==> src/rtl/pcie_replay_buffer.sv <==
// PCIe DLL replay buffer: sequences and stores TLPs and serializes them as 16-bit words.
// ACK retires stored TLPs; NAK or replay-timer expiry retransmits everything still unacknowledged.
module pcie_replay_buffer (
    input  logic         busy_n,
    input  logic         clk,
    input  logic         reset_n,
    input  logic [1:0]   ack_nack,
    input  logic [11:0]  seq,
    input  logic         tim_out,
    output logic         ready,
    input  logic         we,
    input  logic [127:0] din,
    output logic [15:0]  dout
);
    localparam int unsigned DEPTH  = 8;
    localparam int unsigned PTR_W  = 3;
    localparam int unsigned CNT_W  = 4;
    localparam int unsigned SEQ_W  = 12;
    localparam int unsigned DATA_W = 128;
    localparam int unsigned WORD_W = 16;

    localparam logic [1:0] IDLE   = 2'd0;
    localparam logic [1:0] TX     = 2'd1;
    localparam logic [1:0] REPLAY = 2'd2;

    logic [DATA_W-1:0] mem_data [DEPTH];
    logic [SEQ_W-1:0]  mem_seq  [DEPTH];

    logic [1:0]        state, state_nx;
    logic [PTR_W-1:0]  rd_ptr, rd_ptr_nx, wr_ptr, wr_ptr_nx;
    logic [PTR_W-1:0]  tx_ptr, tx_ptr_nx, word_idx, word_idx_nx;
    logic [CNT_W-1:0]  count, count_nx, rem, rem_nx, drop;
    logic [SEQ_W-1:0]  next_seq, next_seq_nx;
    logic              ready_nx, mem_we;
    logic [WORD_W-1:0] dout_nx;

    // Number of oldest entries covered by seq: stop at the first entry that lies ahead of it.
    always_comb begin
        logic             run;
        logic [PTR_W-1:0] p;
        logic [SEQ_W-1:0] diff;
        drop = '0;
        run  = 1'b1;
        p    = '0;
        diff = '0;
        for (int i = 0; i < DEPTH; i++) begin
            p    = rd_ptr + PTR_W'(i);
            diff = seq - mem_seq[p];
            if (run && (CNT_W'(i) < count) && !diff[SEQ_W-1]) begin
                drop = drop + CNT_W'(1);
            end else begin
                run = 1'b0;
            end
        end
    end

    // Next-state and output logic.
    always_comb begin
        state_nx    = state;
        rd_ptr_nx   = rd_ptr;
        wr_ptr_nx   = wr_ptr;
        count_nx    = count;
        next_seq_nx = next_seq;
        tx_ptr_nx   = tx_ptr;
        word_idx_nx = word_idx;
        rem_nx      = rem;
        ready_nx    = ready;
        dout_nx     = dout;
        mem_we      = 1'b0;
        case (state)
            IDLE: begin
                dout_nx  = '0;
                ready_nx = (count != CNT_W'(DEPTH));
                if (ack_nack == 2'b10) begin
                    rd_ptr_nx = rd_ptr + PTR_W'(drop);
                    count_nx  = count - drop;
                    ready_nx  = 1'b1;
                    if (count_nx != '0) begin
                        state_nx    = REPLAY;
                        tx_ptr_nx   = rd_ptr_nx;
                        rem_nx      = count_nx;
                        word_idx_nx = '0;
                        ready_nx    = 1'b0;
                    end
                end else if (tim_out) begin
                    if (count != '0) begin
                        state_nx    = REPLAY;
                        tx_ptr_nx   = rd_ptr;
                        rem_nx      = count;
                        word_idx_nx = '0;
                        ready_nx    = 1'b0;
                    end
                end else if (ack_nack == 2'b01) begin
                    rd_ptr_nx = rd_ptr + PTR_W'(drop);
                    count_nx  = count - drop;
                    ready_nx  = (count_nx != CNT_W'(DEPTH));
                end else if (we && ready) begin
                    // Word 0 goes out straight from din; the rest come from storage.
                    mem_we      = 1'b1;
                    wr_ptr_nx   = wr_ptr + PTR_W'(1);
                    count_nx    = count + CNT_W'(1);
                    next_seq_nx = next_seq + SEQ_W'(1);
                    state_nx    = TX;
                    tx_ptr_nx   = wr_ptr;
                    word_idx_nx = PTR_W'(1);
                    rem_nx      = CNT_W'(1);
                    ready_nx    = 1'b0;
                    dout_nx     = din[DATA_W-1 -: WORD_W];
                end
            end
            TX, REPLAY: begin
                ready_nx = 1'b0;
                if (busy_n) begin
                    if (rem == '0) begin
                        dout_nx  = '0;
                        state_nx = IDLE;
                        ready_nx = (count != CNT_W'(DEPTH));
                    end else begin
                        dout_nx     = mem_data[tx_ptr][{3'd7 - word_idx, 4'd0} +: WORD_W];
                        word_idx_nx = word_idx + PTR_W'(1);
                        if (word_idx == PTR_W'(7)) begin
                            tx_ptr_nx = tx_ptr + PTR_W'(1);
                            rem_nx    = rem - CNT_W'(1);
                        end
                    end
                end
            end
            default: begin
                state_nx = IDLE;
            end
        endcase
    end

    // Control and output registers.
    always_ff @(posedge clk or negedge reset_n) begin
        if (!reset_n) begin
            state    <= IDLE;
            rd_ptr   <= '0;
            wr_ptr   <= '0;
            count    <= '0;
            next_seq <= '0;
            tx_ptr   <= '0;
            word_idx <= '0;
            rem      <= '0;
            ready    <= 1'b0;
            dout     <= '0;
        end else begin
            state    <= state_nx;
            rd_ptr   <= rd_ptr_nx;
            wr_ptr   <= wr_ptr_nx;
            count    <= count_nx;
            next_seq <= next_seq_nx;
            tx_ptr   <= tx_ptr_nx;
            word_idx <= word_idx_nx;
            rem      <= rem_nx;
            ready    <= ready_nx;
            dout     <= dout_nx;
        end
    end

    // Storage is not reset.
    always_ff @(posedge clk) begin
        if (mem_we) begin
            mem_data[wr_ptr] <= din;
            mem_seq[wr_ptr]  <= next_seq;
        end
    end
endmodule

==> config.mk <==
export PLATFORM = sky130hd
export DESIGN_NAME = pcie_replay_buffer
export DESIGN_NICKNAME = d
export VERILOG_FILES = /design/src/rtl/pcie_replay_buffer.sv
export SDC_FILE = /design/constraint.sdc
export NUM_CORES = 1
export LEC_CHECK = 0
export CAP_MARGIN = 15
export CORE_AREA = 8 8 290 292
export DETAILED_ROUTE_END_ITERATION = 10
export DIE_AREA = 0 0 298 300
export DONT_BUFFER_PORTS = 1
export HOLD_SLACK_MARGIN = 0.06
export PLACE_DENSITY = 0.8
export SLEW_MARGIN = 0
export SYNTH_ARGS = -nofsm -noshare
export SYNTH_HDL_FRONTEND = slang
export SYNTH_SLANG_ARGS = --single-unit
==> constraint.sdc <==
create_clock -name clk -period 13.9 [get_ports clk]
set_input_delay 2.085 -clock clk [delete_from_list [all_inputs] [get_ports clk]]
set_output_delay 2.085 -clock clk [all_outputs]
set_load 0.02 [all_outputs]
### Word-level counts from Yosys, hierarchy flattened

Memory sizes are Yosys's and may differ from the RTL's.
Cells that the tools add are included.

| storage, ports and cells | value |
|---|---|
| bits in registers | 51 |
| bits in writable memories | 1,120 |
| bits of input ports | 147 |
| output and inout port bits | 17 |
| word-level logic and storage cells | 193 |
| memories | 2 |

Memories:

| name | words | bits a word | read ports | clocked after Yosys merged registers in | write ports | line | source |
|---|---|---|---|---|---|---|---|
| mem_data | 8 | 128 | 1 | 0 | 1 | 26 | `logic [DATA_W-1:0] mem_data [DEPTH];` |
| mem_seq | 8 | 12 | 8 | 0 | 1 | 27 | `logic [SEQ_W-1:0] mem_seq [DEPTH];` |

| cells by class | value |
|---|---|
| $add $sub $neg | 31 |
| $lt $le $gt $ge | 8 |
| eq/ne operators | 16 |
| shift-type cells | 1 |
| multiplexer cells | 83 |
| bitwise operators | 3 |
| reduce and logical (&&, ||, !) cells | 39 |

Operator list:

| cell | count |
|---|---|
| 128-bit by 8-bit indexed part select with 16-bit output | 1 |
| 16-bit two-way mux | 6 |
| 12-bit subtractor | 8 |
| 4-bit two-way mux | 19 |
| 3-bit two-way mux | 20 |
| 16-bit case mux with 2 select lines | 1 |
| 4-bit by 1-bit adder with 4-bit output (second input constant) | 7 |
| 1-bit two-way mux | 23 |
| 4-bit != test (second input constant) | 5 |
| 2-bit two-way mux | 9 |
| 1-bit logical AND | 16 |
| 3-bit by 4-bit less-than comparator with 1-bit output (first input constant) | 4 |
| 12-bit by 1-bit adder with 12-bit output (second input constant) | 1 |
| 3-bit by 1-bit adder with 3-bit output (second input constant) | 4 |
| 3-bit adder (second input constant) | 4 |
| 3-bit case mux with 2 select lines | 2 |
| 1-bit logical NOT | 8 |
| 1-bit by 4-bit less-than comparator with 1-bit output (first input constant) | 2 |
| 2-bit by 4-bit less-than comparator with 1-bit output (first input constant) | 2 |
| 2-bit != test (second input constant) | 4 |
| 4-bit case mux with 2 select lines | 1 |
| 8-bit AND reduction | 1 |
| 4-bit nonzero test | 2 |
| 7-bit AND reduction | 1 |
| other kinds (23) | 30 |

### Logic depth before layout (Yosys ltp)

An unclocked memory read counts as a cell.

| logic depth | value |
|---|---|
| depth after elaboration | 32 |
| depth in mapped cells | 49 |
| gate-level depth less buffers | 42 |

### Worst setup path after synthesis

OpenSTA, ideal clock, no wires.

| timing path | value |
|---|---|
| path kind | input -> register |
| start | input ack_nack[0] |
| end | memory mem_data[0][0], enable pin |
| library setup time | 0.810 ns |
| arrival time | 12.434 ns |
| data required time | 13.090 ns |
| setup slack | 0.656 ns |
| stages | 6 |
| buffers on the path | 1 |
| cell sequence | inv_1 ha_1 nor2_1 clkbuf_1 nand4b_1 nor3_1 |

| between the ends | value |
|---|---|
| word-level cells in the longest chain between the ends | 7 |
| elaborated cells between the ends (all ways) | 8 |
| classes of those cells | eq/ne (2); mux (6) |

RTL lines:

| what | line | source |
|---|---|---|
| start: declaration | 7 | `input logic [1:0] ack_nack,` |
| 2-bit by 1-bit equality test with 1-bit output | 93 | `end else if (ack_nack == 2'b01) begin` |
| 1-bit two-way mux | 93 |  |
| 1-bit two-way mux | 85 | `end else if (tim_out) begin` |
| 1-bit two-way mux * | 74 | `if (ack_nack == 2'b10) begin` |
| 1-bit two-way mux * | 70 | `case (state)` |
| 1-bit two-way mux * | 163 | `if (mem_we) begin` |
| 1-bit two-way mux (not written as such) * | 164 | `mem_data[wr_ptr] <= din;` |
| end: declaration | 26 |  |

Every way passes the cells marked *; elsewhere a longest branch is shown, timed or not.

### Final worst setup path

| timing path | value |
|---|---|
| start | register rd_ptr[1] |
| end | register tx_ptr[2] |

| between the ends | value |
|---|---|
| word-level cells in the longest chain between the ends | 30 |
| elaborated cells between the ends (all ways) | 69 |
| classes of those cells | add/sub (24); eq/ne (1); mux (18); reduce/logical (25); memory (1) |

RTL lines:

| what | line | source |
|---|---|---|
| start: declaration | 30 | `logic [PTR_W-1:0] rd_ptr, rd_ptr_nx, wr_ptr, wr_ptr_nx;` |
| start signal: assignment | 149 | `rd_ptr <= rd_ptr_nx;` |
| parallel branches: the longest is 30 deep, another holds memory 8 x 12 bit | -- |  |
| end signal: assignment | 153 | `tx_ptr <= tx_ptr_nx;` |
| end: declaration | 31 | `logic [PTR_W-1:0] tx_ptr, tx_ptr_nx, word_idx, word_idx_nx;` |

Parallel ways; which one is timed is not known. The select of a mux whose other input is x is not followed.
A chain may end at the register's enable or synchronous reset.

==> flow_metrics.tcl <==
set metrics [dict create \
    run_status "finished clean" \
    clock_sinks 1171 \
    gp_congestion 0.867 \
    netlist_area_um2 50400 \
    skew_ns 0.0438 \
    grt_pass1_wl_mm 182 \
    cts_resized 0 \
    routed_wl_mm 124 \
    synth_edf_count 1120 \
    placementRows 104 \
    cts_root_buf "clkbuf_16" \
    die_area_um2 89400 \
    layout_worst_path_cycle_share_pct 82.3 \
    viasPerCell 7.08 \
    tightest_slew_ns 1.21 \
    stdcell_count 3561 \
    drv_slew 0 \
    setup_viol 0 \
    grt-ovfl-total 0 \
    fmax_ghz 0.0875 \
    combPwrFrac_pct 35.6 \
    tritoncts "done" \
    netlist_instances 2393 \
    clock_power_share_pct 27.7 \
    cts_setup_buffers 0 \
    critPathLaunchType "flop" \
    ctsHoldBuffers 0 \
    start_util_pct 63.3 \
    fin_setup_tns_ns 0 \
    synth_flop_cell "edfxtp_1" \
    swShare_pct 32.3 \
    nets 2659 \
    synth_fp_nets 2646 \
    path_class "flop to flop" \
    grt_pass1_vias 26200 \
    vdd_drop_max_mv 0.143 \
    core_area_um2 79600 \
    cp.arrival_ns 11.99 \
    seq_power_share_pct 36.8 \
    synth_top_area_share_pct 66.7 \
    synth_seq_area_share_pct 69.2 \
    yosysMostFrequentCell "edfxtp_1" \
    drive_gt1_share_pct 26.7 \
    io-pin-count 164 \
    hold_path_class "flop to flop" \
    h-tree-depth 3 \
    synth_area_per_cell_um2 21.1 \
    crit_slowest_cell "ha_2" \
    synth_top_area_cell "edfxtp_1" \
    dpl.cell_count 3356 \
    yosysWarnings 0 \
    internal_power_mw 7.71 \
    slew_headroom_pct 19.3 \
    grt.total_usage_pct 27.6 \
    rsz0062_at_grt "false" \
    hold_violations 0 \
    cpMostUsedCell "ha_1" \
    antenna_left 0 \
    die_w_um 298 \
    slowest_delay_ns 0.79 \
    clk_pin_slew_ns 0.06 \
    drtIter0Drc 2949 \
    synthToLayoutAreaGrowth_pct 9.91 \
    first_pass_iters 5 \
    total_power_mw 11.4 \
    period_needed_ns 11.43 \
    grt_max_degree 141 \
    drv_cap 0 \
    endpoint_kind "flop" \
    portBuffers 0 \
    insertion_delay_ns 0.69 \
    leakage_nw 17.8 \
    async_flop_share_pct 4.36 \
    numCtsBuffers 108 \
    drc_errors 0 \
    synth_seq_cells 1171 \
    synth_common_cells "1120 x edfxtp_1, 428 x mux4_2, 106 x mux2i_1" \
    synth_area_leaders "edfxtp_1 67%, mux4_2 19%, ha_1 2.6%" \
    vias 25200 \
    dp_hpwl_mm 65.1 \
    powerDensity_nw_per_um2 206 \
    hold_slack_ns 0.534 \
    ys_types 82 \
    routedWlPerCell_um 34.7 \
    worstPathRequired_ns 14.45 \
    clk_path_buf_depth 3 \
    utilization_pct 69.6 \
    antenna_found_initial 3 \
    switchingPower_mw 3.68 \
    crit_fanout 55 \
    die_h_um 300 \
]
worst paths after layout:
| kind | from | to | slack (ns) | depth (start not counted) |
|---|---|---|---|---|
| max in group asynchronous | reset_n | word_idx[0] | 12.62 | 0 |
| setup / recovery | rd_ptr[1] | tx_ptr[2] | 2.47 | 43 |
| min in group asynchronous | reset_n | dout[9] | 1.11 | 0 |
| hold reg to reg | state[1] | state[1] | 0.53 | 1 |
| setup reg to reg | rd_ptr[1] | tx_ptr[2] | 2.47 | 43 |
| hold / removal | state[1] | state[1] | 0.53 | 1 |
area by class of cell:
class,instances,area (µm²)
sequential,1171,34900
tap,1060,1330
fill,4498,24200
antenna,1,2.50
inverter,26,97.6
multi-input combinational,1069,15000
timing repair buffer,30,325
clock buffer,125,2790
clock inverter,79,981
placed cells by master, fill, tap and decap left out, drive strengths merged, types with 3 or more instances in the layout:
| master | count |
|---|---|
| nand3b | 4 |
| a31oi | 5 |
| clkinvlp | 6 |
| nand2 | 62 |
| inv | 32 |
| nor4 | 6 |
| edfxtp | 1120 |
| o21a | 3 |
| nand3 | 15 |
| nor2 | 39 |
| nand2b | 7 |
| nor2b | 7 |
| nor3 | 18 |
| o22ai | 3 |
| a21o | 19 |
| and4 | 3 |
| o211ai | 7 |
| mux4 | 433 |
| xnor2 | 27 |
| a211oi | 5 |
| o21bai | 5 |
| dfrtp | 51 |
| bufinv | 20 |
| mux2i | 108 |
| clkbuf | 125 |
| mux2 | 6 |
| ha | 104 |
| a21oi | 36 |
| a221oi | 3 |
| nand4 | 16 |
| o21ai | 50 |
| buf | 30 |
| clkinv | 47 |
| xor2 | 19 |
| a32oi | 16 |
| and3 | 5 |
worst max-delay path: cells and delay by family, from the launching register on:
kind | cells | cell delay, ns
AO/OA/AOI/OAI | 16 | 3.31
XOR/XNOR | 5 | 1.13
adder cells (fa/ha/maj) | 9 | 3.06
buffers and inverters | 4 | 0.93
flip-flops | 1 | 0.34
multiplexers | 5 | 1.50
AND/OR/NAND/NOR | 4 | 1.00
per-layer routing:
layer / GRT usage [%] / wire (µm) / part of all wire [%]
met1: 35.1 / 43700 / 35
met2: 45.8 / 62400 / 50
met3: 7.45 / 12400 / 10
met4: 10.5 / 4990 / 4.0
met5: 0 / 14 / 0.011
through the flow:
step           instance area [µm²]  setup slack [ns]
4_1_cts                      55400              2.47
3_3_place_gp                 51700              2.81
6_report                     55400              2.47
3_5_place_dp                 51700              2.51
5_1_grt                      55400              1.66
2_1_floorplan                50400             0.656
kinds of logic (layout without fill, tap and decap cells):
kind of cell / after synthesis / after routing / synth area share [%]
flip-flops: 1171 / 1171 / 69.2
multiplexers: 547 / 547 / 21.7
AND/OR/NAND/NOR: 194 / 194 / 1.94
AO/OA/AOI/OAI: 175 / 175 / 2.33
buffers and inverters: 153 / 260 / 1.23
adder cells (fa/ha/maj): 106 / 106 / 2.66
XOR/XNOR: 47 / 47 / 0.943
other: 0 / 1 / 0
flip-flops by register name, summed over array words and instances, names as in the netlist:
signal,flops
mem_data,1024
mem_seq,96
dout,16
next_seq,12
count,4
rem,4
rd_ptr,3
tx_ptr,3
word_idx,3
wr_ptr,3
state,2
ready,1
power by group through the flow:
stage / clock network (mW) / registers, mW / logic (mW)
floorplan: 0 / 4.08 / 3.18
global placement: 0 / 4.26 / 3.88
detailed placement: 0 / 4.26 / 3.98
CTS: 3.19 / 4.19 / 4.07
global route: 3.30 / 4.20 / 4.35
finish: 3.15 / 4.19 / 4.05
Power figures use the tool's default switching activity.
